**config.mk**
```make
export PLATFORM = sky130hd
export DESIGN_NAME = morse_blinker
export DESIGN_NICKNAME = d
export VERILOG_FILES = /design/src/rtl/morse_blinker_pkg.sv /design/src/rtl/morse_blinker_unit_tick.sv /design/src/rtl/morse_blinker.sv
export SDC_FILE = /design/constraint.sdc
export NUM_CORES = 1
export LEC_CHECK = 0
export CAP_MARGIN = 25
export CELL_PAD_IN_SITES_DETAIL_PLACEMENT = 0
export CELL_PAD_IN_SITES_GLOBAL_PLACEMENT = 1
export CORE_UTILIZATION = 38
export CTS_CLUSTER_DIAMETER = 200
export DETAILED_ROUTE_END_ITERATION = 10
export PLACE_DENSITY_LB_ADDON = 0.25
export SYNTH_ARGS = -nofsm -noshare
export SYNTH_HDL_FRONTEND = slang
export SYNTH_SLANG_ARGS = --single-unit
```
**constraint.sdc**
```tcl
create_clock -name clk -period 2.9 [get_ports clk]
set_input_delay 0.725 -clock clk [delete_from_list [all_inputs] [get_ports clk]]
set_output_delay 0.725 -clock clk [all_outputs]
set_load 0.005 [all_outputs]
```
**src/rtl/morse_blinker_pkg.sv**
```systemverilog
`default_nettype none
// morse_blinker_pkg: Morse symbol codes, per-symbol unit counts and FSM encoding.
// Rev 1.0
package morse_blinker_pkg;

  typedef enum logic [1:0] {
    SYM_DOT  = 2'b00,
    SYM_DASH = 2'b01,
    SYM_LGAP = 2'b10,
    SYM_WGAP = 2'b11
  } sym_t;

  typedef enum logic [1:0] {
    ST_IDLE = 2'b00,
    ST_ON   = 2'b01,
    ST_OFF  = 2'b10
  } state_t;

  localparam int UNIT_W = 3;

  localparam logic [UNIT_W-1:0] DOT_UNITS      = 3'd1;
  localparam logic [UNIT_W-1:0] DASH_UNITS     = 3'd3;
  localparam logic [UNIT_W-1:0] ELEM_GAP_UNITS = 3'd1;
  localparam logic [UNIT_W-1:0] LGAP_UNITS     = 3'd2;
  localparam logic [UNIT_W-1:0] WGAP_UNITS     = 3'd6;

  typedef struct packed {
    state_t             st;
    logic [UNIT_W-1:0]  units;
  } sym_load_t;

  // First phase of a symbol: gaps go straight to OFF with their full length.
  function automatic sym_load_t sym_load(input logic [1:0] code);
    sym_load_t r;
    r.st    = ST_OFF;
    r.units = WGAP_UNITS;
    case (code)
      SYM_DOT: begin
        r.st    = ST_ON;
        r.units = DOT_UNITS;
      end
      SYM_DASH: begin
        r.st    = ST_ON;
        r.units = DASH_UNITS;
      end
      SYM_LGAP: begin
        r.st    = ST_OFF;
        r.units = LGAP_UNITS;
      end
      default: begin
        r.st    = ST_OFF;
        r.units = WGAP_UNITS;
      end
    endcase
    return r;
  endfunction

endpackage
`default_nettype wire

```
**src/rtl/morse_blinker_unit_tick.sv**
```systemverilog
`default_nettype none
// morse_unit_tick: Morse time-unit prescaler; MORSE_SLOW_EN adds slow_i to double a unit.
// Rev 1.0
module morse_unit_tick #(
  parameter int UNIT_CYCLES = 4
) (
  input  logic clk,
  input  logic rst,
  input  logic clear_i,
  input  logic en_i,
`ifdef MORSE_SLOW_EN
  input  logic slow_i,
`endif
  output logic tick_o
);

  localparam int CNT_W = $clog2(2 * UNIT_CYCLES) + 1;
  localparam logic [CNT_W-1:0] TC_NORM = CNT_W'(UNIT_CYCLES - 1);

  logic [CNT_W-1:0] cnt_q;
  logic [CNT_W-1:0] cnt_d;
  logic [CNT_W-1:0] w_tc;

`ifdef MORSE_SLOW_EN
  localparam logic [CNT_W-1:0] TC_SLOW = CNT_W'(2 * UNIT_CYCLES - 1);

  logic slow_q;
  logic w_slow;

  // slow is taken live on the first cycle of a unit and held for the rest of it.
  assign w_slow = (cnt_q == '0) ? slow_i : slow_q;
  assign w_tc   = w_slow ? TC_SLOW : TC_NORM;

  always_ff @(posedge clk or posedge rst) begin
    if (rst) begin
      slow_q <= 1'b0;
    end else if (en_i) begin
      slow_q <= w_slow;
    end
  end
`else
  assign w_tc = TC_NORM;
`endif

  assign tick_o = en_i && !clear_i && (cnt_q == w_tc);

  always_comb begin
    cnt_d = cnt_q;
    if (clear_i) begin
      cnt_d = '0;
    end else if (en_i) begin
      cnt_d = (cnt_q == w_tc) ? '0 : cnt_q + CNT_W'(1);
    end
  end

  always_ff @(posedge clk or posedge rst) begin
    if (rst) begin
      cnt_q <= '0;
    end else begin
      cnt_q <= cnt_d;
    end
  end

endmodule
`default_nettype wire

```
**src/rtl/morse_blinker.sv**
```systemverilog
`default_nettype none
// morse_blinker: programmable Morse symbol-string player driving one LED output.
// Rev 1.0 -- define MORSE_SLOW_EN to add the slow_i unit-doubling input.
module morse_blinker
  import morse_blinker_pkg::*;
#(
  parameter int UNIT_CYCLES = 4,
  parameter int MSG_LEN     = 16,
  parameter int LEN_W       = $clog2(MSG_LEN + 1)
) (
  input  logic                 clk,
  input  logic                 rst,
  input  logic                 start_i,
  input  logic                 stop_i,
  input  logic                 repeat_i,
  input  logic [2*MSG_LEN-1:0] msg_i,
  input  logic [LEN_W-1:0]     msg_len_i,
`ifdef MORSE_SLOW_EN
  input  logic                 slow_i,
`endif
  output logic                 out_o,
  output logic                 busy_o,
  output logic                 done_o
);

  state_t               state_q, state_d;
  logic [UNIT_W-1:0]    units_q, units_d;
  logic [LEN_W-1:0]     idx_q, idx_d;
  logic [LEN_W-1:0]     len_q, len_d;
  logic [2*MSG_LEN-1:0] msg_q, msg_d;
  logic                 out_q, out_d;
  logic                 busy_q, busy_d;
  logic                 done_q, done_d;

  logic             w_tick;
  logic             w_clear;
  logic             w_done_evt;
  logic [LEN_W-1:0] w_len_clamped;
  logic [LEN_W-1:0] w_next_idx;
  logic             w_last;
  logic [1:0]       w_next_code;
  sym_load_t        w_first;
  sym_load_t        w_next;
  sym_load_t        w_wrap;

  assign w_len_clamped = (msg_len_i > LEN_W'(MSG_LEN)) ? LEN_W'(MSG_LEN) : msg_len_i;
  assign w_next_idx    = idx_q + LEN_W'(1);
  assign w_last        = (idx_q == len_q - LEN_W'(1));

  always_comb begin
    w_next_code = 2'b00;
    for (int i = 0; i < MSG_LEN; i++) begin
      if (w_next_idx == LEN_W'(i)) begin
        w_next_code = msg_q[2*i +: 2];
      end
    end
  end

  assign w_first = sym_load(msg_i[1:0]);
  assign w_next  = sym_load(w_next_code);
  assign w_wrap  = sym_load(msg_q[1:0]);

  morse_unit_tick #(
    .UNIT_CYCLES (UNIT_CYCLES)
  ) u_tick (
    .clk     (clk),
    .rst     (rst),
    .clear_i (w_clear),
    .en_i    (state_q != ST_IDLE),
`ifdef MORSE_SLOW_EN
    .slow_i  (slow_i),
`endif
    .tick_o  (w_tick)
  );

  always_ff @(posedge clk or posedge rst) begin
    if (rst) begin
      state_q <= ST_IDLE;
      units_q <= '0;
      idx_q   <= '0;
      len_q   <= '0;
      msg_q   <= '0;
      out_q   <= 1'b0;
      busy_q  <= 1'b0;
      done_q  <= 1'b0;
    end else begin
      state_q <= state_d;
      units_q <= units_d;
      idx_q   <= idx_d;
      len_q   <= len_d;
      msg_q   <= msg_d;
      out_q   <= out_d;
      busy_q  <= busy_d;
      done_q  <= done_d;
    end
  end

  always_comb begin
    state_d    = state_q;
    units_d    = units_q;
    idx_d      = idx_q;
    len_d      = len_q;
    msg_d      = msg_q;
    w_clear    = 1'b0;
    w_done_evt = 1'b0;
    unique case (state_q)
      ST_IDLE: begin
        if (start_i && !stop_i) begin
          if (w_len_clamped != '0) begin
            msg_d   = msg_i;
            len_d   = w_len_clamped;
            idx_d   = '0;
            w_clear = 1'b1;
            state_d = w_first.st;
            units_d = w_first.units;
          end else begin
            w_done_evt = 1'b1;
          end
        end
      end
      ST_ON: begin
        if (w_tick) begin
          if (units_q == UNIT_W'(1)) begin
            state_d = ST_OFF;
            units_d = ELEM_GAP_UNITS;
          end else begin
            units_d = units_q - UNIT_W'(1);
          end
        end
      end
      ST_OFF: begin
        if (w_tick) begin
          if (units_q != UNIT_W'(1)) begin
            units_d = units_q - UNIT_W'(1);
          end else if (!w_last) begin
            idx_d   = w_next_idx;
            state_d = w_next.st;
            units_d = w_next.units;
          end else if (repeat_i) begin
            idx_d   = '0;
            state_d = w_wrap.st;
            units_d = w_wrap.units;
          end else begin
            state_d    = ST_IDLE;
            w_done_evt = 1'b1;
          end
        end
      end
      default: state_d = ST_IDLE;
    endcase
    // Abort overrides everything, including a completion on the same cycle.
    if (stop_i) begin
      state_d    = ST_IDLE;
      w_done_evt = 1'b0;
    end
  end

  always_comb begin
    out_d  = (state_d == ST_ON);
    busy_d = (state_d != ST_IDLE);
    done_d = w_done_evt;
  end

  assign out_o  = out_q;
  assign busy_o = busy_q;
  assign done_o = done_q;

endmodule
`default_nettype wire
```
==> impl_metrics.tcl <==
set metrics [dict create \
    status "completed" \
    placed_area_sq_mm 0.00457 \
    holdCritPathClass "flip-flop to flip-flop" \
    wl_met2_mm 4.58 \
    cts_sinks 54 \
    ir_worst_vdd_mv 0.245 \
    power_density_mw_per_mm2 413 \
    clkPwrFrac_pct 22.7 \
    yosys_warnings 0 \
    fin_crit_sh_pct 96.1 \
    diodes 0 \
    hold_viol_final 0 \
    io-pin-count 45 \
    r2r_setup_slack_ns 0.11 \
    cts-htree-levels 2 \
    ys_top_cells_by_area "dfrtp_1 36%, nand2_1 13%, ha_1 4.4%" \
    crit_chain "buf_4 -> ha_2 -> nand2_1 -> or4_1 -> a31oi_2 -> a21o_1 -> o311ai_4 -> buf_4 -> o211a_1 -> o41ai_2 -> a31o_1" \
    drive_gt1_share_pct 16.9 \
    ys_async_sr_fraction_pct 100 \
    cap_violations 0 \
    grt_usage_pct 21.0 \
    cts-root-buf "clkbuf_8" \
    drt_first_pass_iters 5 \
    via_per_inst 5.43 \
    hpwl_mm 7.67 \
    vias 3686 \
    wire_per_inst_microns 15.0 \
    highest_layer "met4" \
    clock_latency_ns 0.31 \
    grt_pass1_vias 3439 \
    antenna_found_initial 0 \
    critPathTopFamily "compound AO/OA/AOI/OAI gates" \
    reg2reg_from "idx_q[0]$_DFFE_PP0P_" \
    slew_headroom_pct 64.9 \
    yosys.area.top_type "dfrtp_1" \
    cts_tree "built" \
    p_leak_uw 0.00221 \
    synth_cell_types 71 \
    whs_endpoint "msg_q[16]$_DFFE_PP0P_" \
    row_count 35 \
    gp_congestion 0.953 \
    port_buffers 44 \
    hold_slack_ns 0.486 \
    multi_input_area_sq_mm 0.00225 \
    ys_seq_area_share_pct 36.4 \
    timing.rr.end "busy_o$_DFF_PP0_" \
    grt_pass1_wl_mm 16.9 \
    cts.clk_slew.worst_paths_ns 0.11 \
    cts_buffers 5 \
    crit_top_cell "buf_4" \
    path_max_fanout 5 \
    final.min_clock_period_ns 2.79 \
    critical_path_buf_inv_count 2 \
    p_seq_share_pct 49.3 \
    syn_inst 473 \
    avgSynthCellArea_sq_um 7.85 \
    crit_path_start_kind "flip-flop" \
    synth-edff-count 0 \
    critPathMaxStageDelay_ns 0.54 \
    die_w_microns 101 \
    worstHoldPathCells 2 \
    clock_path_buffers 2 \
    drt_wl_total_mm 10.2 \
    syn2layout_area_growth_pct 28.6 \
    drc_errors 0 \
    p_sw_share_pct 33.2 \
    grt_remaining_overflow 0 \
    synthFlopType "dfrtp_1" \
    core_area_sq_mm 0.00937 \
    n_fill_cell 936 \
    slowest_stage "or4_1" \
    skew_ns 0.00605 \
    yosysMostFrequentCell "nand2_1" \
    postCtsHoldBufs 0 \
    p_int_uw 1320 \
    register_area_sq_mm 0.00135 \
    grt_max_degree 38 \
    drt-met1-wl_mm 4.99 \
    drtIter0Drc 273 \
    die-area_sq_mm 0.0102 \
    required_ns 3.16 \
    p_switching_uw 656 \
    ys_top_cells_by_count "129 x nand2_1, 54 x dfrtp_1, 27 x nor2_1, 27 x o21ai_0, 19 x a21oi_1" \
    start_util_pct 39.6 \
    worst_pin_slew_ns 0.522 \
    synth-seq-cells 54 \
    fmax_ghz 0.359 \
    end_kind "flip-flop" \
    final_net_count 604 \
    postLayoutCellArea_sq_mm 0.00478 \
    worstPathArrival_ns 3.04 \
    share_comb_of_total_power_pct 28.0 \
    finalMaxSlewViolations 0 \
    syn_nets 528 \
    synth_top_area_share_pct 36.4 \
    worstSetupPathType "flip-flop to flip-flop" \
    drtAntennaViolNets 0 \
    reg2regPathDepth 11 \
    setup_violations 0 \
    die_h_microns 101 \
    route.met3.wl_microns 514 \
    hold_start "msg_q[16]$_DFFE_PP0P_" \
    synth_area_sq_mm 0.00371 \
]
[timing repair]
action,in CTS,in global routing
resized for setup,2,18
setup buffers,0,5
pin swaps,0,3
setup endpoints to repair,1,6
[registers in the layout (all words and copies together) (netlist names)]
name / cells
msg_q: 32
idx_q: 5
len_q: 5
u_tick.cnt_q: 4
units_q: 3
state_q: 2
busy_o: 1
done_o: 1
out_o: 1
[area by class of cell]
class,instances,share of cell area [%]
Inverter,17,1.34
Clock inverter,3,0.550
Clock buffer,5,1.44
Sequential cell,54,28.3
Multi-Input combinational cell,375,47.1
Timing Repair Buffer,96,17.9
Tap cell,129,3.38
[kinds of logic (layout without fill, tap and decap cells)]
group | after synthesis | count (layout) | share of synthesized area, %
compound gates | 121 | 121 | 23.2
fa+ha+maj | 13 | 13 | 4.38
mux | 3 | 3 | 0.809
flops | 54 | 54 | 36.4
xor+xnor | 7 | 7 | 1.65
simple gates | 231 | 231 | 28.4
buf+inv | 44 | 121 | 5.15
[worst min-delay path, cell delays in order (launching register included)]
cell	delay [ns]
dfrtp_1	0.36
nand2_1	0.05
nand2_1	0.05
[routing by layer]
metal,track usage [%],vias to the layer above
li1,-,1815
met1,31.8,1756
met2,31.8,105
met3,2.43,10
met4,4.57,0
met5,0,-
[stage by stage]
stage | power [uW] | worst slack (ns) | util (%) | cells | setup TNS, ns
floorplan | 1290 | 0.218 | - | 473 | 0
CTS | 1970 | 0.0145 | 49.8 | 674 | 0
global placement | 1510 | -0.0632 | 48.7 | 666 | -0.109
detailed placement | 1520 | -0.0847 | 48.7 | 666 | -0.179
finish | 1970 | 0.113 | 51.0 | 679 | 0
global route | 2110 | -0.0278 | 51.0 | 679 | -0.0522
[power by group through the flow]
stage               Combinational (uW)  Clock, uW  Sequential (uW)
floorplan                          340          0              951
global placement                   523          0              984
detailed placement                 529          0              987
CTS                                533        467              971
global route                       627        490              993
finish                             553        448              972
[worst max path at each step]
stage,startpoint,slack [ns],end,cells after the start
global route,msg_len_i[2],-0.03,units_q[1]$_DFFE_PP0P_,10
finish,idx_q[0]$_DFFE_PP0P_,0.11,busy_o$_DFF_PP0_,11
floorplan,idx_q[1]$_DFFE_PP0P_,0.22,units_q[0]$_DFFE_PP0P_,11
global placement,msg_len_i[1],-0.06,units_q[1]$_DFFE_PP0P_,10
CTS,idx_q[0]$_DFFE_PP0P_,0.01,busy_o$_DFF_PP0_,12
detailed placement,msg_len_i[1],-0.08,units_q[1]$_DFFE_PP0P_,10
[placed cells by master (no fill, tap or decap), types with 3 or more instances in the layout]
| cell type | count |
|---|---|
| nor2_1 | 26 |
| o31ai_1 | 4 |
| nand2_1 | 129 |
| xor2_1 | 4 |
| and2_1 | 4 |
| or4_1 | 3 |
| or2_2 | 3 |
| nor4_1 | 3 |
| o211ai_1 | 7 |
| nor3b_1 | 3 |
| inv_1 | 15 |
| nand3_1 | 15 |
| buf_4 | 50 |
| nand3b_1 | 4 |
| clkdlybuf4s50_1 | 44 |
| o21ai_0 | 26 |
| dfrtp_1 | 54 |
| a21o_1 | 4 |
| nand2b_1 | 9 |
| a21oi_1 | 18 |
| nor2b_1 | 8 |
| nor3_1 | 7 |
| ha_2 | 4 |
| xnor2_1 | 3 |
| clkbuf_8 | 5 |
| clkinv_4 | 3 |
| o22ai_1 | 5 |
| ha_1 | 8 |
| a31oi_1 | 11 |
| mux2i_1 | 3 |
| and3_1 | 5 |
Power figures use the tool's default switching activity.
